===== src/rtl/spot_finder_pkg.sv =====
// Shared definitions for the ROI spot detector: FSM encoding and ROI record layout.
package spot_finder_pkg;

    typedef enum logic [2:0] {
        IDLE = 3'd0,
        ADDR = 3'd1,
        WAIT = 3'd2,
        SCAN = 3'd3,
        DONE = 3'd4
    } state_e;

    // An ROI record is {x_start, y_start, x_end, y_end}, MSB to LSB.
    // Field indices below count from the LSB of the record.
    localparam int ROI_FIELDS = 4;
    localparam int ROI_F_YE   = 0;
    localparam int ROI_F_XE   = 1;
    localparam int ROI_F_YS   = 2;
    localparam int ROI_F_XS   = 3;

    function automatic int roi_rec_w(input int coord_w);
        return ROI_FIELDS * coord_w;
    endfunction

    function automatic int roi_field_lsb(input int field, input int coord_w);
        return field * coord_w;
    endfunction

endpackage


===== src/rtl/roi_match_unit.sv =====
// Combinational hit test of one pixel against every live entry of the ROI table.
module roi_match_unit
    import spot_finder_pkg::*;
#(
    parameter int COORD_W  = 10,
    parameter int MAX_ROIS = 10
) (
    input  logic [MAX_ROIS*ROI_FIELDS*COORD_W-1:0] roi_table,
    input  logic [7:0]                             num_rois,
    input  logic [COORD_W-1:0]                     pix_x,
    input  logic [COORD_W-1:0]                     pix_y,
    output logic                                   hit
);

    localparam int REC_W  = roi_rec_w(COORD_W);
    localparam int XS_LSB = roi_field_lsb(ROI_F_XS, COORD_W);
    localparam int YS_LSB = roi_field_lsb(ROI_F_YS, COORD_W);
    localparam int XE_LSB = roi_field_lsb(ROI_F_XE, COORD_W);
    localparam int YE_LSB = roi_field_lsb(ROI_F_YE, COORD_W);

    logic [MAX_ROIS-1:0] entry_hit_s;

    for (genvar k = 0; k < MAX_ROIS; k++) begin : g_entry
        logic [REC_W-1:0]   rec_s;
        logic [COORD_W-1:0] xs_s;
        logic [COORD_W-1:0] ys_s;
        logic [COORD_W-1:0] xe_s;
        logic [COORD_W-1:0] ye_s;

        assign rec_s = roi_table[k*REC_W +: REC_W];
        assign xs_s  = rec_s[XS_LSB +: COORD_W];
        assign ys_s  = rec_s[YS_LSB +: COORD_W];
        assign xe_s  = rec_s[XE_LSB +: COORD_W];
        assign ye_s  = rec_s[YE_LSB +: COORD_W];

        // Entries at or above num_rois are not yet filled and never match.
        assign entry_hit_s[k] = (8'(k) < num_rois) &&
                                (pix_x >= xs_s) && (pix_x <= xe_s) &&
                                (pix_y >= ys_s) && (pix_y <= ye_s);
    end

    // Any live entry covering the pixel suppresses a new ROI.
    always_comb begin
        hit = |entry_hit_s;
    end

endmodule


===== src/rtl/roi_spot_detector.sv =====
// Frame scanner: reads image words, finds pixels above threshold and builds a table of ROIs around them.
module roi_spot_detector
    import spot_finder_pkg::*;
#(
    parameter int PIX_W        = 8,
    parameter int PIX_PER_WORD = 32,
    parameter int ADDR_W       = 14,
    parameter int COORD_W      = 10,
    parameter int MAX_ROIS     = 10,
    parameter int ROI_W        = 7,
    parameter int ROI_H        = 7,
    parameter int RD_LATENCY   = 2
) (
    input  logic                            clk_in,
    input  logic                            reset,
    input  logic                            start,
    input  logic [PIX_W-1:0]                threshold,
    input  logic [15:0]                     cam_kernels_x,
    input  logic [15:0]                     cam_lines_y,
    output logic [ADDR_W-1:0]               mem_address,
    input  logic [PIX_W*PIX_PER_WORD-1:0]   data_in,
    output logic                            busy,
    output logic                            analysis_rdy,
    output logic                            overflow,
    output logic [7:0]                      num_rois,
    output logic [MAX_ROIS*4*COORD_W-1:0]   ROIs_output
);

    localparam int REC_W     = roi_rec_w(COORD_W);
    localparam int TBL_W     = MAX_ROIS * REC_W;
    localparam int PIX_IDX_W = (PIX_PER_WORD > 1) ? $clog2(PIX_PER_WORD) : 1;

    localparam logic [PIX_IDX_W-1:0] LAST_PIX    = PIX_IDX_W'(PIX_PER_WORD - 1);
    localparam logic [COORD_W-1:0]   HALF_X      = COORD_W'(ROI_W / 2);
    localparam logic [COORD_W-1:0]   HALF_Y      = COORD_W'(ROI_H / 2);
    localparam logic [2:0]           WAIT_LOAD   = 3'((RD_LATENCY > 1) ? (RD_LATENCY - 2) : 0);
    localparam logic [7:0]           TBL_FULL    = 8'(MAX_ROIS);

    state_e                 state_q,        state_d;
    logic [PIX_W-1:0]       thr_q,          thr_d;
    logic [15:0]            kx_q,           kx_d;
    logic [15:0]            ly_q,           ly_d;
    logic [COORD_W-1:0]     xmax_q,         xmax_d;
    logic [COORD_W-1:0]     ymax_q,         ymax_d;
    logic [15:0]            kidx_q,         kidx_d;
    logic [15:0]            lidx_q,         lidx_d;
    logic [PIX_IDX_W-1:0]   pix_q,          pix_d;
    logic [2:0]             wait_cnt_q,     wait_cnt_d;
    logic [ADDR_W-1:0]      mem_address_q,  mem_address_d;
    logic [7:0]             num_rois_q,     num_rois_d;
    logic [TBL_W-1:0]       rois_q,         rois_d;
    logic                   overflow_q,     overflow_d;
    logic                   rdy_q,          rdy_d;
    logic                   busy_q,         busy_d;

    logic [PIX_W-1:0]       cur_pix_s;
    logic [COORD_W-1:0]     pix_x_s;
    logic [COORD_W-1:0]     pix_y_s;
    logic                   bright_s;
    logic                   hit_s;
    logic [REC_W-1:0]       new_rec_s;

    // Select the pixel under examination from the current memory word.
    always_comb begin
        cur_pix_s = {PIX_W{1'b0}};
        for (int p = 0; p < PIX_PER_WORD; p++) begin
            if (pix_q == PIX_IDX_W'(p)) begin
                cur_pix_s = data_in[p*PIX_W +: PIX_W];
            end else begin
                cur_pix_s = cur_pix_s;
            end
        end
    end

    // Pixel coordinates, brightness and the candidate ROI clipped to the frame.
    always_comb begin
        pix_x_s   = COORD_W'(32'(kidx_q) * 32'(PIX_PER_WORD) + 32'(pix_q));
        pix_y_s   = COORD_W'(lidx_q);
        bright_s  = (cur_pix_s > thr_q);
        new_rec_s = {REC_W{1'b0}};
        new_rec_s[roi_field_lsb(ROI_F_XS, COORD_W) +: COORD_W] =
            (pix_x_s < HALF_X) ? {COORD_W{1'b0}} : (pix_x_s - HALF_X);
        new_rec_s[roi_field_lsb(ROI_F_YS, COORD_W) +: COORD_W] =
            (pix_y_s < HALF_Y) ? {COORD_W{1'b0}} : (pix_y_s - HALF_Y);
        // Widened compare so that coord+half never wraps before clipping.
        new_rec_s[roi_field_lsb(ROI_F_XE, COORD_W) +: COORD_W] =
            (({1'b0, pix_x_s} + {1'b0, HALF_X}) > {1'b0, xmax_q}) ? xmax_q : (pix_x_s + HALF_X);
        new_rec_s[roi_field_lsb(ROI_F_YE, COORD_W) +: COORD_W] =
            (({1'b0, pix_y_s} + {1'b0, HALF_Y}) > {1'b0, ymax_q}) ? ymax_q : (pix_y_s + HALF_Y);
    end

    roi_match_unit #(
        .COORD_W  (COORD_W),
        .MAX_ROIS (MAX_ROIS)
    ) u_match (
        .roi_table (rois_q),
        .num_rois  (num_rois_q),
        .pix_x     (pix_x_s),
        .pix_y     (pix_y_s),
        .hit       (hit_s)
    );

    // Next-state and next-register computation for the frame scan FSM.
    always_comb begin
        state_d       = state_q;
        thr_d         = thr_q;
        kx_d          = kx_q;
        ly_d          = ly_q;
        xmax_d        = xmax_q;
        ymax_d        = ymax_q;
        kidx_d        = kidx_q;
        lidx_d        = lidx_q;
        pix_d         = pix_q;
        wait_cnt_d    = wait_cnt_q;
        mem_address_d = mem_address_q;
        num_rois_d    = num_rois_q;
        rois_d        = rois_q;
        overflow_d    = overflow_q;

        case (state_q)
            IDLE: begin
                if (start) begin
                    thr_d         = threshold;
                    kx_d          = cam_kernels_x;
                    ly_d          = cam_lines_y;
                    xmax_d        = COORD_W'(32'(cam_kernels_x) * 32'(PIX_PER_WORD) - 32'd1);
                    ymax_d        = COORD_W'(32'(cam_lines_y) - 32'd1);
                    kidx_d        = 16'd0;
                    lidx_d        = 16'd0;
                    pix_d         = {PIX_IDX_W{1'b0}};
                    wait_cnt_d    = 3'd0;
                    mem_address_d = {ADDR_W{1'b0}};
                    num_rois_d    = 8'd0;
                    rois_d        = {TBL_W{1'b0}};
                    overflow_d    = 1'b0;
                    if ((cam_kernels_x == 16'd0) || (cam_lines_y == 16'd0)) begin
                        state_d = DONE;
                    end else begin
                        state_d = ADDR;
                    end
                end else begin
                    state_d = IDLE;
                end
            end
            ADDR: begin
                // ADDR plus WAIT cover the full memory read latency.
                if (RD_LATENCY <= 1) begin
                    state_d = SCAN;
                end else begin
                    wait_cnt_d = WAIT_LOAD;
                    state_d    = WAIT;
                end
            end
            WAIT: begin
                if (wait_cnt_q == 3'd0) begin
                    state_d = SCAN;
                end else begin
                    wait_cnt_d = wait_cnt_q - 3'd1;
                end
            end
            SCAN: begin
                if (bright_s && !hit_s && (num_rois_q == TBL_FULL)) begin
                    overflow_d = 1'b1;
                    state_d    = DONE;
                end else begin
                    if (bright_s && !hit_s) begin
                        for (int k = 0; k < MAX_ROIS; k++) begin
                            if (num_rois_q == 8'(k)) begin
                                rois_d[k*REC_W +: REC_W] = new_rec_s;
                            end else begin
                                rois_d[k*REC_W +: REC_W] = rois_d[k*REC_W +: REC_W];
                            end
                        end
                        num_rois_d = num_rois_q + 8'd1;
                    end else begin
                        num_rois_d = num_rois_q;
                    end
                    if (pix_q == LAST_PIX) begin
                        pix_d         = {PIX_IDX_W{1'b0}};
                        mem_address_d = mem_address_q + {{(ADDR_W-1){1'b0}}, 1'b1};
                        if (kidx_q == (kx_q - 16'd1)) begin
                            kidx_d = 16'd0;
                            if (lidx_q == (ly_q - 16'd1)) begin
                                state_d = DONE;
                            end else begin
                                lidx_d  = lidx_q + 16'd1;
                                state_d = ADDR;
                            end
                        end else begin
                            kidx_d  = kidx_q + 16'd1;
                            state_d = ADDR;
                        end
                    end else begin
                        pix_d = pix_q + {{(PIX_IDX_W-1){1'b0}}, 1'b1};
                    end
                end
            end
            DONE: begin
                state_d = IDLE;
            end
            default: begin
                state_d = IDLE;
            end
        endcase

        // The done pulse follows the single DONE cycle.
        rdy_d  = (state_q == DONE);
        busy_d = (state_d != IDLE);
    end

    // State and datapath registers with synchronous active-low reset.
    always_ff @(posedge clk_in) begin
        if (!reset) begin
            state_q       <= IDLE;
            thr_q         <= {PIX_W{1'b0}};
            kx_q          <= 16'd0;
            ly_q          <= 16'd0;
            xmax_q        <= {COORD_W{1'b0}};
            ymax_q        <= {COORD_W{1'b0}};
            kidx_q        <= 16'd0;
            lidx_q        <= 16'd0;
            pix_q         <= {PIX_IDX_W{1'b0}};
            wait_cnt_q    <= 3'd0;
            mem_address_q <= {ADDR_W{1'b0}};
            num_rois_q    <= 8'd0;
            rois_q        <= {TBL_W{1'b0}};
            overflow_q    <= 1'b0;
            rdy_q         <= 1'b0;
            busy_q        <= 1'b0;
        end else begin
            state_q       <= state_d;
            thr_q         <= thr_d;
            kx_q          <= kx_d;
            ly_q          <= ly_d;
            xmax_q        <= xmax_d;
            ymax_q        <= ymax_d;
            kidx_q        <= kidx_d;
            lidx_q        <= lidx_d;
            pix_q         <= pix_d;
            wait_cnt_q    <= wait_cnt_d;
            mem_address_q <= mem_address_d;
            num_rois_q    <= num_rois_d;
            rois_q        <= rois_d;
            overflow_q    <= overflow_d;
            rdy_q         <= rdy_d;
            busy_q        <= busy_d;
        end
    end

    assign mem_address  = mem_address_q;
    assign busy         = busy_q;
    assign analysis_rdy = rdy_q;
    assign overflow     = overflow_q;
    assign num_rois     = num_rois_q;
    assign ROIs_output  = rois_q;

endmodule


===== config.mk =====
export PLATFORM = sky130hd
export DESIGN_NAME = roi_spot_detector
export DESIGN_NICKNAME = d
export VERILOG_FILES = /design/src/rtl/spot_finder_pkg.sv /design/src/rtl/roi_match_unit.sv /design/src/rtl/roi_spot_detector.sv
export SDC_FILE = /design/constraint.sdc
export NUM_CORES = 2
export LEC_CHECK = 0
export ABC_AREA = 1
export BUFFER_PORTS_ARGS = -buffer_cell sky130_fd_sc_hd__buf_2
export CORE_AREA = 4 4 282 284
export CTS_CLUSTER_SIZE = 12
export DETAILED_ROUTE_END_ITERATION = 7
export DIE_AREA = 0 0 286 288
export HOLD_SLACK_MARGIN = 0.12
export PLACE_DENSITY = 0.7
export SLEW_MARGIN = 25
export SYNTH_ARGS = -nofsm -noshare
export SYNTH_HDL_FRONTEND = slang
export SYNTH_SLANG_ARGS = --single-unit
export TNS_END_PERCENT = 30

===== constraint.sdc =====
create_clock -name clk_in -period 6.55 [get_ports clk_in]
set_clock_uncertainty 0.15 [all_clocks]
set_input_delay 0.9825 -clock clk_in [delete_from_list [all_inputs] [get_ports clk_in]]
set_output_delay 0.9825 -clock clk_in [all_outputs]
set_load 0.05 [all_outputs]

**Yosys cells after proc, flatten, opt, wreduce, memory -nomap -nowiden**

Index checks and enable logic that the tools add are counted.

- Flip-flop bits (word level): 528
- Bits of input ports: 299
- Output and inout bits: 425
- Word-level logic and storage cells: 319

- $add $sub $neg: 17
- Order comparisons: 55
- Eq/ne operators: 65
- Muxes and demuxes: 86
- Reduce and logical (&&, ||, !) cells: 71

Operators with widths:

| kind | count |
|---|---|
| $mux 400 | 3 |
| $pmux 400 s2 | 1 |
| $mux 40 | 10 |
| $mux 8 | 35 |
| $ge 10x10->1 | 20 |
| $le 10x10->1 | 20 |
| $mux 16 | 8 |
| $eq 5x5->1 const B | 16 |
| $pmux 16 s2 | 2 |
| $reduce_and 5->1 | 10 |
| $logic_and 1x1->1 | 42 |
| $mux 14 | 3 |
| $eq 5x4->1 const B | 8 |
| $mux 10 | 4 |
| $ne 2x2->1 const B | 18 |
| $add 16x1->16 const B | 2 |
| $eq 16x16->1 | 2 |
| $eq 8x3->1 const B | 4 |
| $logic_not 16->1 | 2 |
| $lt 3x8->1 const A | 4 |
| $sub 16x1->16 const B | 2 |
| $pmux 14 s2 | 1 |
| $mux 3 | 9 |
| $eq 8x4->1 const B | 3 |
| other kinds (42) | 65 |

**Logic depth before layout (Yosys ltp)**

- Depth in word-level cells: 39
- Mapped depth: 59
- Mapped depth without buffers: 57

**Modules after synthesis**

A second synthesis with hierarchy kept.

- Cells, all modules: 5,244
- Area, all modules: 35,320.1 µm²

By module, submodules not included:

| module | times used | cells an instance | area an instance (µm²) | sequential area each (µm²) |
|---|---|---|---|---|
| roi_spot_detector | 1 | 3,423 | 24,268.3 | 10,490.1 |
| roi_match_unit | 1 | 1,821 | 11,051.8 | 0.0 |

**Worst setup path after synthesis**

No wires, ideal clock.

- Path type: register to register
- From: register pix_q[4]
- To: register rois_q[76] (netlist: ROIs_output[76])
- Library setup time: 0.120 ns
- Arrival: 5.822 ns
- Data required time: 6.280 ns
- Slack: 0.459 ns
- Stages on the path, launching flop included: 53
- Buffers on the path: 6
- Period minus slack after synthesis: 6.091 ns
- Path through: dfxtp_1 buf_2 clkinv_1 nand2_1 buf_2 inv_1 nand2_1 clkbuf_1 nand2_1 nand3b_1 nand2_1 nand2_1 nand2_1 nand2_1 nand2_1 nand2_1 nand2_1 nand3_1 [... 17 more ...] nand2_1 nor2_1 nand2_1 a32oi_1 nand3_1 nor2_1 nand3b_1 or4_1 buf_2 or2_4 nand2_4 inv_2 nand2_4 nor2_1 inv_2 buf_2 buf_4 a21oi_1

- Longest elaborated chain between the ends: 38
- Elaborated cells between the ends (all ways): 140
- Classes of those cells: 2 x add/sub; 22 x order compare; 33 x eq/ne; 37 x mux; 46 x reduce/logical

RTL lines:

| what | RTL line | source |
|---|---|---|
| start: declaration | roi_spot_detector.sv:47 | `logic [PIX_IDX_W-1:0] pix_q, pix_d;` |
| start signal: assignment | roi_spot_detector.sv:222 | `pix_q <= {PIX_IDX_W{1'b0}};` |
| start signal: assignment | roi_spot_detector.sv:239 | `pix_q <= pix_d;` |
| $logic_not 5->1 | roi_spot_detector.sv:67 | `if (pix_q == PIX_IDX_W'(p)) begin` |
| $mux 8 (32 in series) | roi_spot_detector.sv:67 |  |
| $gt 8x8->1 | roi_spot_detector.sv:79 | `bright_s = (cur_pix_s > thr_q);` |
| $logic_and 1x1->1 | roi_spot_detector.sv:162, roi_spot_detector.sv:166 |  |
| $logic_and 1x1->1 | roi_spot_detector.sv:162 | `if (bright_s && !hit_s && (num_rois_q == TBL_FULL)) begin` |
| $ne 2x2->1 (no line) | - |  |
| $reduce_and 5->1 (no line) | - |  |
| end signal: assignment | roi_spot_detector.sv:226 | `rois_q <= {TBL_W{1'b0}};` |
| end signal: assignment | roi_spot_detector.sv:243 | `rois_q <= rois_d;` |
| end: declaration | roi_spot_detector.sv:51 | `logic [TBL_W-1:0] rois_q, rois_d;` |

Several ways; a longest one is shown, not always the timed one. The select of a mux whose other input is x is not followed.
A chain may end at the register's enable or synchronous reset.

**Worst setup path after layout**

- From: register pix_q[1]
- To: register rois_q[215] (netlist: ROIs_output[215])

Same word-level chain as after synthesis.

==> flow_summary.html <==
<table>
<tr><th>Metric</th><th>Value</th></tr>
<tr><th colspan="2">Setup path</th></tr>
<tr><td>Worst setup path class</td><td>flop to flop</td></tr>
<tr><td>Worst Setup Start Kind</td><td>flop</td></tr>
<tr><td>Slowest-stage cell, CP</td><td>sky130_fd_sc_hd__or4_4</td></tr>
<tr><td>Endpoint kind of the worst setup timing path</td><td>flop</td></tr>
<tr><td>Critical Path End</td><td>ROIs_output[215]</td></tr>
<tr><td>Worst setup path start</td><td>pix_q[1]</td></tr>
<tr><td>Endpoint of the worst register-to-register path</td><td>ROIs_output[215]</td></tr>
<tr><td>Worst reg-to-reg setup slack</td><td>roughly 0.019 ns</td></tr>
<tr><td>Data arrival time of the critical path</td><td>just under 7 ns</td></tr>
<tr><td>Logic depth of the worst register-to-register path</td><td>between 50 and 60</td></tr>
<tr><td>Most numerous cell on the critical path</td><td>sky130_fd_sc_hd__nand2_1</td></tr>
<tr><td>Largest incremental delay on the critical path</td><td>between 0.4 and 0.5 ns</td></tr>
<tr><td>CP required</td><td>slightly below 7 ns</td></tr>
<tr><td>Crit-path max FO</td><td>7</td></tr>
<tr><td>Reg2Reg Launch Point</td><td>pix_q[1]</td></tr>
<tr><th colspan="2">Drt</th></tr>
<tr><td>Average wire length per cell after detail routing</td><td>~24 µm</td></tr>
<tr><td>Routed vias/inst</td><td>between 5 and 6</td></tr>
<tr><td>Total number of vias</td><td>between 30000 and 40000</td></tr>
<tr><td>First-pass iteration count of the detailed router</td><td>6</td></tr>
<tr><td>Final wirelength</td><td>approximately 170000 µm</td></tr>
<tr><td>Routed Antenna Nets</td><td>0</td></tr>
<tr><td>DR DRC count</td><td>0</td></tr>
<tr><td>Violation count after the first detailed-route iteration</td><td>4473</td></tr>
<tr><th colspan="2">Hold path</th></tr>
<tr><td>Hold/Removal Path Class</td><td>flop to flop</td></tr>
<tr><th colspan="2">Logic synthesis</th></tr>
<tr><td>Post-synth top flop</td><td>sky130_fd_sc_hd__dfxtp_1</td></tr>
<tr><td>Top area cells in the synthesized netlist</td><td>sky130_fd_sc_hd__dfxtp_1, sky130_fd_sc_hd__ha_1, sky130_fd_sc_hd__a21oi_1</td></tr>
<tr><td>Seq cells post-synth</td><td>roughly 520</td></tr>
<tr><td>Count of flip-flops with a built-in enable after synthesis</td><td>0</td></tr>
<tr><td>Netlist Area Pre-Place</td><td>about 0.035 mm²</td></tr>
<tr><td>Syn nets</td><td>5664</td></tr>
<tr><td>Cell count after synthesis</td><td>just under 5000</td></tr>
<tr><td>Largest area contributor in the synthesized netlist</td><td>sky130_fd_sc_hd__dfxtp_1</td></tr>
<tr><td>Count of cell types in the netlist</td><td>58</td></tr>
<tr><td>Share of Yosys cell area claimed by the top area cell type</td><td>0.304</td></tr>
<tr><td>Average instance area after synthesis</td><td>roughly 7 µm²</td></tr>
<tr><td>Share of the yosys chip area belonging to registers</td><td>0.304</td></tr>
<tr><td>Syn. warnings</td><td>0</td></tr>
<tr><td>Async SR Flop Fraction</td><td>0</td></tr>
<tr><th colspan="2">Pwr</th></tr>
<tr><td>Internal power of the cells</td><td>approximately 0.008 W</td></tr>
<tr><td>Largest vdd supply drop</td><td>~0.23 mV</td></tr>
<tr><td>Sequential cell fraction of total power</td><td>0.288</td></tr>
<tr><td>Sw Ratio</td><td>0.459</td></tr>
<tr><td>Power share of the clock group</td><td>0.235</td></tr>
<tr><td>Total power per unit cell area</td><td>~330 mW/mm²</td></tr>
<tr><td>Combinational fraction of design power</td><td>0.476</td></tr>
<tr><td>Psw</td><td>between 0.006 and 0.007 W</td></tr>
<tr><td>Static Leakage</td><td>around 21 nW</td></tr>
<tr><th colspan="2">CTS</th></tr>
<tr><td>Root Driver</td><td>sky130_fd_sc_hd__clkbuf_16</td></tr>
<tr><td>Clock insertion delay at the later pin of the skew report</td><td>between 0.6 and 0.7 ns</td></tr>
<tr><td>Clk buf depth</td><td>3</td></tr>
<tr><td>Total clock buffers created by CTS</td><td>59</td></tr>
<tr><td>Clock H-tree levels</td><td>2</td></tr>
<tr><td>CTS clk-pin slew, worst paths</td><td>~0.06 ns</td></tr>
<tr><td>Sinks on Clock Net</td><td>~520</td></tr>
<tr><td>CTS tree</td><td>yes</td></tr>
<tr><td>Hold buffer count at CTS</td><td>0</td></tr>
<tr><th colspan="2">STA</th></tr>
<tr><td>Final setup violation count</td><td>0</td></tr>
<tr><td>Final WS setup</td><td>approximately 0.019 ns</td></tr>
<tr><td>Worst slew margin relative to its limit</td><td>0.223</td></tr>
<tr><td>Final clock period utilization by the worst path</td><td>0.997</td></tr>
<tr><td>Worst-Margin Slew</td><td>between 1 and 1.5 ns</td></tr>
<tr><td>Number of pins exceeding their max-slew limit in the final report</td><td>0</td></tr>
<tr><td>Shortest clock period the worst path allows after layout</td><td>6.53 ns</td></tr>
<tr><td>Maximum clock rate</td><td>between 150 and 200 MHz</td></tr>
<tr><td>Setup repair after global routing missed its margin</td><td>true</td></tr>
<tr><td>Final Hold Violating Endpoints</td><td>0</td></tr>
<tr><td>Sum of negative setup slack</td><td>0 ns</td></tr>
<tr><th colspan="2">Global routing</th></tr>
<tr><td>Global-route total usage across every layer</td><td>0.362</td></tr>
<tr><td>Maximum number of pins on one net before global-route repair</td><td>about 190</td></tr>
<tr><td>Number of antenna violations at the first check in global routing</td><td>26</td></tr>
<tr><td>First-pass GRT wire length</td><td>224000 µm</td></tr>
<tr><td>Vias in the first global route</td><td>~34000</td></tr>
<tr><td>Total grt overflow</td><td>0</td></tr>
<tr><th colspan="2">Floorplan</th></tr>
<tr><td>Starting density of the core</td><td>0.448</td></tr>
<tr><td>Standard-cell row count</td><td>102</td></tr>
<tr><td>Y dimension of the die</td><td>~290 µm</td></tr>
<tr><td>DIE AREA</td><td>0.0824 mm²</td></tr>
<tr><td>I/O pin count</td><td>between 700 and 800</td></tr>
<tr><td>Horiz. Die Dim</td><td>286 µm</td></tr>
<tr><td>Core footprint</td><td>approximately 0.077 mm²</td></tr>
<tr><th colspan="2">Cells and area</th></tr>
<tr><td>Final cell area excluding filler cells</td><td>0.0440 mm²</td></tr>
<tr><td>Share of post-route cells with drive strength above 1</td><td>0.228</td></tr>
<tr><td>Count of filler cells inserted in the layout</td><td>7358</td></tr>
<tr><td>Commonest cells after routing, fill and taps aside</td><td>sky130_fd_sc_hd__nand2_1, sky130_fd_sc_hd__inv_1, sky130_fd_sc_hd__buf_2</td></tr>
<tr><td>Fin cells</td><td>just under 7000</td></tr>
<tr><td>Total Nets Final</td><td>6474</td></tr>
<tr><td>Commonest non-fill, non-tap cell in the layout</td><td>sky130_fd_sc_hd__nand2_1</td></tr>
<tr><td>Finished Core Util</td><td>0.571</td></tr>
<tr><td>Area added between synthesis and finish</td><td>27.5%</td></tr>
<tr><th colspan="2">Status</th></tr>
<tr><td>Status</td><td>complete, no violations</td></tr>
<tr><th colspan="2">Place</th></tr>
<tr><td>Detailed placer's ending HPWL</td><td>between 100000 and 150000 µm</td></tr>
<tr><td>Post-detailed-placement cell area</td><td>between 0.04 and 0.05 mm²</td></tr>
<tr><td>Pre-CTS setup slack</td><td>-0.278 ns</td></tr>
<tr><td>Final weighted congestion of routability-driven global placement</td><td>around 1</td></tr>
<tr><td>Inst Count DP</td><td>6641</td></tr>
<tr><td>Number of port buffers</td><td>~720</td></tr>
<tr><th colspan="2">Job</th></tr>
<tr><td>Max-cap violations</td><td>0</td></tr>
</table>
[power groups by stage]
stage / sequential, W / clock [W] / combinational [W]
5_1_grt: 0.00425 / 0.00360 / 0.00756
6_report: 0.00424 / 0.00346 / 0.00700
4_1_cts: 0.00419 / 0.00346 / 0.00623
2_1_floorplan: 0.00555 / 0 / 0.00292
3_5_place_dp: 0.00426 / 0 / 0.00619
3_3_place_gp: 0.00425 / 0 / 0.00608
[final cells by class]
cell class,count,area [µm²],area share
multi-input cells,3433,21100,0.481
repair buffers,941,6080,0.138
diodes,8,20.0,0.000455
well taps,1040,1300,0.0296
clock buffers,87,1760,0.0400
repair inverters,2,15.0,0.000341
flip-flops and latches,524,10500,0.239
inverters,765,2930,0.0667
clock inverters,21,225,0.00512
[timing repair]
action / 4_1_cts / 5_1_grt
pin swaps: 2 / 64
setup endpoints to repair: 154 / 461
cloned: 0 / 33
buffers inserted: 1 / 31
gates resized for setup: 15 / 285
[cells in the mapped netlist, types with 54 or more instances]
cell type,count
sky130_fd_sc_hd__ha_1,449
sky130_fd_sc_hd__clkbuf_1,136
sky130_fd_sc_hd__inv_1,748
sky130_fd_sc_hd__nand4_1,59
sky130_fd_sc_hd__o21ai_0,514
sky130_fd_sc_hd__nand2_1,777
sky130_fd_sc_hd__nor2_1,341
sky130_fd_sc_hd__nand3_1,150
sky130_fd_sc_hd__dfxtp_1,524
sky130_fd_sc_hd__a21oi_1,668
sky130_fd_sc_hd__xor2_1,73
sky130_fd_sc_hd__or2_2,54
[registers in the layout (all words and copies together), names as in the netlist, 5 cells and up]
| register | count |
|---|---|
| lidx_q | 16 |
| pix_q | 5 |
| num_rois | 8 |
| mem_address | 14 |
| xmax_q | 6 |
| ly_q | 16 |
| kx_q | 16 |
| thr_q | 8 |
| kidx_q | 16 |
| ymax_q | 10 |
| ROIs_output | 400 |
[metal layers]
| layer | track usage | share of wire | wire [µm] | vias up |
|---|---|---|---|---|
| met5 | 0 | 0.00022 | 37 | - |
| met4 | 0.188 | 0.066 | 10900 | 6 |
| met3 | 0.0820 | 0.12 | 19100 | 540 |
| met2 | 0.544 | 0.42 | 69900 | 2306 |
| met1 | 0.487 | 0.40 | 65300 | 18300 |
| li1 | - | - | - | 18100 |
[worst min-delay path by stage]
stage | slack [ns] | startpoint | end | cells past startpoint
6_report | 0.32 | thr_q[7] | thr_q[7] | 2
5_1_grt | 0.33 | thr_q[7] | thr_q[7] | 2
4_1_cts | 0.31 | thr_q[7] | thr_q[7] | 2
3_5_place_dp | 0.31 | thr_q[7] | thr_q[7] | 2
3_3_place_gp | 0.30 | thr_q[6] | thr_q[6] | 2
2_1_floorplan | 0.29 | thr_q[1] | thr_q[1] | 2
[worst max-delay path: cells and delay by family, from the launching register on]
family                     cells  cell delay [ns]
and+or+nand+nor               40             3.63
buffers and inverters          8             1.03
AOI/OAI and AO/OA              5             0.82
adders and majority gates      2             0.45
DFF                            1             0.39
[logic make-up after synthesis]
family / Yosys count / share of synthesized area
simple gates: 1488 / 0.183
compound gates: 1403 / 0.219
buf+inv: 960 / 0.108
flops: 524 / 0.304
fa+ha+maj: 449 / 0.163
xor+xnor: 92 / 0.0234
[through the flow]
stage	power [W]	hold WS [ns]
detailed placement	0.0105	0.307
finish	0.0147	0.315
CTS	0.0139	0.314
global route	0.0154	0.332
global placement	0.0103	0.298
floorplan	0.00847	0.285
No activity file was read; power rests on OpenSTA's default activity.
